$ cat src/rtl/prio_arbiter_n.sv
// Registered N-way priority arbiter: fixed (MSB highest) or round-robin selection,
// presented as index + one-hot under a valid/ready handshake.
module prio_arbiter_n #(
    parameter int unsigned N = 16
) (
    input  logic                 clk,
    input  logic                 reset,
    input  logic [N-1:0]         req,
    input  logic                 mode,
    input  logic                 out_ready,
    output logic                 out_valid,
    output logic [$clog2(N)-1:0] grant_idx,
    output logic [N-1:0]         grant_onehot,
    output logic                 any_req
);

    localparam int unsigned IW = $clog2(N);

    typedef enum logic {
        IDLE = 1'b0,
        HOLD = 1'b1
    } state_e;

    state_e          state_q;
    logic [IW-1:0]   last_q;
    logic [IW-1:0]   idx_q;
    logic [N-1:0]    onehot_q;

    logic [IW-1:0]   base;
    logic [IW-1:0]   cand;
    logic            found;
    logic [IW-1:0]   win_idx_d;
    logic [N-1:0]    win_oh_d;
    logic            load;

    assign any_req = |req;
    assign load    = (state_q == IDLE) || out_ready;

    // Search base-1, base-2, ... base (mod N); fixed mode is round-robin with base 0.
    always_comb begin
        base      = mode ? last_q : '0;
        cand      = '0;
        found     = 1'b0;
        win_idx_d = '0;
        for (int unsigned k = 1; k <= N; k++) begin
            cand = base - IW'(k);
            if (!found && req[cand]) begin
                win_idx_d = cand;
                found     = 1'b1;
            end
        end
    end

    always_comb begin
        win_oh_d            = '0;
        win_oh_d[win_idx_d] = 1'b1;
    end

    always_ff @(posedge clk) begin
        if (reset) begin
            state_q  <= IDLE;
            last_q   <= '0;
            idx_q    <= '0;
            onehot_q <= '0;
        end else if (load) begin
            if (|req) begin
                state_q  <= HOLD;
                idx_q    <= win_idx_d;
                onehot_q <= win_oh_d;
                last_q   <= win_idx_d;
            end else begin
                state_q  <= IDLE;
            end
        end
    end

    assign out_valid    = (state_q == HOLD);
    assign grant_idx    = idx_q;
    assign grant_onehot = onehot_q;

endmodule

$ cat config.mk
export PLATFORM = sky130hd
export DESIGN_NAME = prio_arbiter_n
export DESIGN_NICKNAME = d
export VERILOG_FILES = /design/src/rtl/prio_arbiter_n.sv
export SDC_FILE = /design/constraint.sdc
export NUM_CORES = 1
export LEC_CHECK = 0
export ABC_AREA = 0
export CAP_MARGIN = 30
export CORE_MARGIN = 5
export CORE_UTILIZATION = 63
export CTS_CLUSTER_DIAMETER = 30
export DETAILED_ROUTE_END_ITERATION = 7
export PLACE_DENSITY = 0.95
export SKIP_CTS_REPAIR_TIMING = 1
export SYNTH_ARGS = -nofsm -noshare
export SYNTH_HDL_FRONTEND = slang
export SYNTH_SLANG_ARGS = --single-unit
$ cat constraint.sdc
create_clock -name clk -period 12.05 [get_ports clk]
set_clock_uncertainty 0.1 [all_clocks]
set_input_delay 2.41 -clock clk [delete_from_list [all_inputs] [get_ports clk]]
set_output_delay 2.41 -clock clk [all_outputs]
set_load 0.03 [all_outputs]
== Yosys cells after proc, flatten, opt, wreduce, memory -nomap -nowiden ==
Index checks and enable logic that the tools add are counted.

* $add $sub $neg: 15
* Magnitude comparators: 18
* Mux-type cells: 67
* Bitwise operators: 1
* Reduce and logical (&&, ||, !) cells: 34

{| class="wikitable"
|+ Operators by type and width
! cell !! number
|-
| 4-bit by 5-bit less-than comparator with 1-bit output (second input constant) || 17
|-
| 4-bit 2-to-1 mux || 17
|-
| 1-bit binary-select mux with 4-bit select || 16
|-
| 1-bit 2-to-1 mux || 33
|-
| 4-bit subtractor (second input constant) || 8
|-
| 1-bit logical AND || 16
|-
| 16-bit OR reduction || 1
|-
| 4-bit by 3-bit subtractor with 4-bit output (second input constant) || 4
|-
| 1-bit zero test || 15
|-
| 4-bit by 2-bit subtractor with 4-bit output (second input constant) || 2
|-
| 1-bit demux with 4-bit select || 1
|-
| 4-bit by 1-bit greater-or-equal comparator with 1-bit output (second input constant) || 1
|-
| 4-bit by 1-bit subtractor with 4-bit output (second input constant) || 1
|-
| 2-bit AND reduction || 1
|-
| 1-bit logical OR || 1
|-
| 1-bit inverter || 1
|}

* Flip-flop bits (word level): 21
* Input port bits: 20
* Output and inout bits: 22
* Logic and storage cells: 138

== Logic depth before layout (Yosys ltp) ==
* Depth after elaboration: 54
* Gate-level depth with buffers: 20
* Depth with buffers taken out: 14

== Worst setup path before layout ==
OpenSTA, ideal clock, no wires.

* Kind: input port to flip-flop
* From: in mode
* To: reg onehot_q[4], in the netlist grant_onehot[4]
* Arrival time: 6,253 ps
* Slack: 5,580 ps
* Cell stages on the path: 19
* Cells stage by stage: buf_6 and2_1 buf_2 inv_1 clkbuf_1 ha_1 buf_2 nand3b_1 and2_1 buf_1 a211oi_1 a211o_1 a211oi_4 nand4_4 or4_4 o2bb2ai_2 o2111ai_4 a2111oi_4 a22o_1

* Longest elaborated chain between the ends: 54
* Elaborated cells between the ends (all ways): 114
* Those cells by class: 15 x add/sub; 2 x order compare; 66 x mux; 31 x reduce/logical

{| class="wikitable"
|+ RTL lines
! what !! RTL line !! text
|-
| from (decl) || 9 || <nowiki>input logic mode,</nowiki>
|-
| 4-bit 2-to-1 mux (*) || 41 || <nowiki>base = mode ? last_q : '0;</nowiki>
|-
| 4-bit by 1-bit subtractor with 4-bit output || 46 || <nowiki>cand = base - IW'(k);</nowiki>
|-
| 1-bit binary-select mux with 4-bit select || 47 || <nowiki>if (!found && req[cand]) begin</nowiki>
|-
| 1-bit 2-to-1 mux (not written as such) || 47 ||
|-
| 1-bit 2-to-1 mux || 47 ||
|-
| 1-bit zero test || 47 ||
|-
| 1-bit logical AND || 47 ||
|-
| 1-bit 2-to-1 mux || 47 ||
|-
| [38 not listed] || -- ||
|-
| 1-bit 2-to-1 mux || 47 ||
|-
| 1-bit zero test || 47 ||
|-
| 1-bit logical AND || 47 ||
|-
| 4-bit 2-to-1 mux (*) || 47 ||
|-
| 4-bit by 5-bit less-than comparator with 1-bit output (not written as such) or 4-bit by 1-bit greater-or-equal comparator with 1-bit output (tied branches) || 56 || <nowiki>win_oh_d[win_idx_d] = 1'b1;</nowiki>
|-
| 1-bit logical AND (not written as such) || 56 ||
|-
| 1-bit 2-to-1 mux (not written as such) || 56 ||
|-
| 1-bit demux with 4-bit select (*) || 56 ||
|-
| to (signal assigned) || 69 || <nowiki>onehot_q <= win_oh_d;</nowiki>
|-
| to (decl) || 27 || <nowiki>logic [N-1:0] onehot_q;</nowiki>
|}

Every way passes the cells marked *; elsewhere a longest branch is shown, timed or not. The select of a mux whose other input is x is not followed.
A chain may end at the register's enable or synchronous reset.

== Worst setup path after layout ==
* From: in mode
* To: reg onehot_q[1], in the netlist grant_onehot[1]

Same word-level chain as after synthesis.

==> metrics.md <==
| Metric | Value |
|---|---|
| FF-to-FF End | grant_onehot[1]$_SDFFE_PP0P_ |
| Most frequent cell after synthesis | mux2i_1 |
| Post-synth EDFFs | 0 |
| Wire length per cell | 22.94 µm |
| Final std cells w/o fill | 576 |
| Syn Area/Cell | 7.908 µm² |
| R2R depth | 14 |
| Final worst slack | 4.408 ns |
| Routability cong. | 1.021 |
| Core Area | 5921 µm² |
| Final Hold Viols | 0 |
| FF-to-FF Start | grant_idx[1]$_SDFFE_PP0P_ |
| Post-synthesis compound-gate area fraction | 34.55% |
| CP max FO | 46 |
| DRC viols | 0 |
| Worst Setup Start Kind | input port |
| Status | completed |
| Dpl ws | 4.327 ns |
| Synthesized Nets | 505 |
| #FFs+latches synth | 21 |
| Peak VDD IR | 0.2228 mV |
| Post-synthesis cell count | 484 |
| Starting density of the core | 64.64% |
| Filler instances | 475 |
| Largest net degree at the start of global routing | 47 |
| Die footprint | 7734 µm² |
| Dominant synthesized flop cell | dfxtp_1 |
| IO buf count | 41 |
| Area Overhead vs Synth | 10.04% |
| RSZ-0062 raised after global routing | false |
| Synthesized area | 3827 µm² |
| Via-per-instance ratio | 7.594 |
| Clock Power Share | 3.5% |
| Peak Freq | 130.9 MHz |
| Number of CTS-inserted buffers | 3 |
| DP Wirelength | 9939 µm |
| Crit path capture type | flop |
| # rows | 28 |
| Slew HR | 35.64% |
| Worst endpoint required time | 12.10 ns |
| Sequential-to-total area share from yosys stat | 10.98% |
| ANT nets after route | 0 |
| Final setup fails | 0 |
| Layout net count | 523 |
| Vias in the first global route | 4213 |
| Final Slew Violations | 0 |
| R2R setup slack | 7.15 ns |
| Fin crit period | 7.642 ns |
| CTS tree | built |
| Worst skew pair latency | 0.26 ns |
| Routed wire length | 13220 µm |
| YS warnings | 0 |
| Clock Sinks | 21 |
| WHS Endpoint | grant_onehot[15]$_SDFFE_PP0P_ |
| CTS root buffer | clkbuf_8 |
| Longest Clk Path Bufs | 2 |
| Sw frac | 58.77% |
| Fraction of registers with async set/reset | 0% |
| Area contributors post-synth | mux2i_1 (13%), dfxtp_1 (11%), nand2_1 (4.4%) |
| Die Height | 87.95 µm |
| Arr. time, crit path | 7.69 ns |
| Hold Crit Depth | 2 |
| Multiplexer share of the synthesized area | 19.55% |
| Seq pwr share | 8.4% |
| Dpl cells | 571 |
| Die Wd | 87.95 µm |
| Remaining global-route overflow | 0 |
| Global-route wire length before repair | 21500 µm |
| Share of layout cells above drive strength 1 | 11.58% |
| Net switching power | 770.7 µW |
| Period utilization | 63.42% |
| Adder-cell share of the synthesized area | 0.3269% |
| Gr usage total | 34.94% |
| First-pass DRT Iterations | 6 |
| CTS H-tree depth | 1 |
| Hold WS | 0.3465 ns |
| Clock transition at path regs | 0.08 ns |
| Worst Hold Launch | grant_onehot[15]$_SDFFE_PP0P_ |
| Synth Area in XOR/XNOR | 1.340% |
| Synth Area in Simple Gates | 26.48% |
| Antenna Cells | 0 |
| Largest family of logic cells by synthesized area | compound AO/OA/AOI/OAI gates |
| Distinct cells, synth | 85 |
| Pint | 540.8 µW |
| Most frequent cells after synthesis | mux2i_1 (50), nand2_1 (45), nor2_1 (37) |
| Via Count | 4374 |
| Setup_tns | 0 ns |
| Slew @ Worst Pin | 0.9385 ns |
| Max-cap violations | 0 |
| PwrDens | 311.4 nW/µm² |
| Initial antenna violation count | 0 |
| Share of the synthesized area in the top cell type | 13.08% |
| Largest area contributor in the netlist | mux2i_1 |
| Leak Pwr | 1.574 nW |
| Initial drt markers | 504 |
| Hold/Removal Path Class | flop to flop |
| IO Count | 42 |
| Class of the most critical setup path | input port to flop |
| Gate power share | 88.1% |
[cells by family after synthesis]
| family | after synthesis |
|---|---|
| simple gates | 188 |
| xor+xnor | 5 |
| flops | 21 |
| compound gates | 163 |
| buf+inv | 42 |
| fa+ha+maj | 1 |
| mux | 64 |
[critical path: stages]
cell and delay (ns):
clkdlybuf4s50_1 0.45, buf_4 0.40, and2_1 0.49, inv_1 0.38, ha_1 0.44, a21bo_2 0.28
and2_1 0.30, a211oi_1 0.14, a211oi_1 0.44, o21ai_1 0.23, or3_1 0.42, nor2_1 0.24
a22oi_1 0.15, a211oi_2 0.54, nor2b_1 0.15, a22o_1 0.23
[registers in the layout, indices dropped and copies added (netlist names)]
name	flops
out_valid	1
grant_onehot	16
grant_idx	4
[how the worst max path moves through the flow]
stage | start | end | depth (start not counted)
2_1_floorplan | mode | grant_onehot[4]$_SDFFE_PP0P_ | 19
3_3_place_gp | mode | grant_onehot[5]$_SDFFE_PP0P_ | 16
4_1_cts | mode | grant_onehot[1]$_SDFFE_PP0P_ | 16
6_report | mode | grant_onehot[1]$_SDFFE_PP0P_ | 16
3_5_place_dp | mode | grant_onehot[1]$_SDFFE_PP0P_ | 16
5_1_grt | mode | grant_onehot[1]$_SDFFE_PP0P_ | 16
[layout make-up]
class	count	area [µm²]	share of cell area, %
clock inverters	1	5.005	0.1188
clock buffers	3	41.29	0.9804
flip-flops and latches	21	420.4	9.982
repair buffers	45	460.4	10.93
inverters	10	42.54	1.010
multi-input cells	421	3148	74.75
well taps	75	93.84	2.228
[through the flow]
step / power, mW / util, % / cell area, µm²
4_1_cts: 1.262 / 70.67 / 4184
3_5_place_dp: 1.206 / 69.89 / 4138
6_report: 1.312 / 71.13 / 4212
5_1_grt: 1.386 / 71.13 / 4212
2_1_floorplan: 0.9728 / - / 3827
3_3_place_gp: 1.189 / 69.89 / 4138
[cell usage in the layout (no fill, tap or decap), drive strengths merged, types with 4 or more instances in the layout]
cell and count:
mux2i 53, nand2 47, clkdlybuf4s50 41, nor2 37, a21oi 25, dfxtp 21, o21ai 21, and2 20
nor3 17, nand2b 15, nand3 15, a211oi 15, a22o 14, o22ai 13, inv 10, o32ai 10
a22oi 8, mux2 6, a31oi 6, nor4 5, a211o 5, mux4 5, a221oi 5, or2 5
nand4 5, nand3b 4, o211ai 4, or3 4, a21o 4, xor2 4, and3 4, a2111oi 4
buf 4
[power by group through the flow]
stage | combinational, mW | clock [mW] | sequential (mW)
global placement | 1.07 | 0 | 0.120
CTS | 1.10 | 0.0465 | 0.120
detailed placement | 1.09 | 0 | 0.120
global route | 1.23 | 0.0490 | 0.112
floorplan | 0.821 | 0 | 0.152
finish | 1.16 | 0.0455 | 0.110
[layer usage]
| layer | part of all wire [%] | wire length, µm | vias up | global-route usage, % |
|---|---|---|---|---|
| li1 | - | - | 1919 | - |
| met1 | 37 | 4901 | 1986 | 43.32 |
| met5 | 0 | 0 | - | 0 |
| met3 | 12 | 1628 | 94 | 8.843 |
| met2 | 45 | 5926 | 375 | 55.96 |
| met4 | 5.7 | 759 | 0 | 17.71 |
Note: power is estimated with default switching activity, not from simulation.
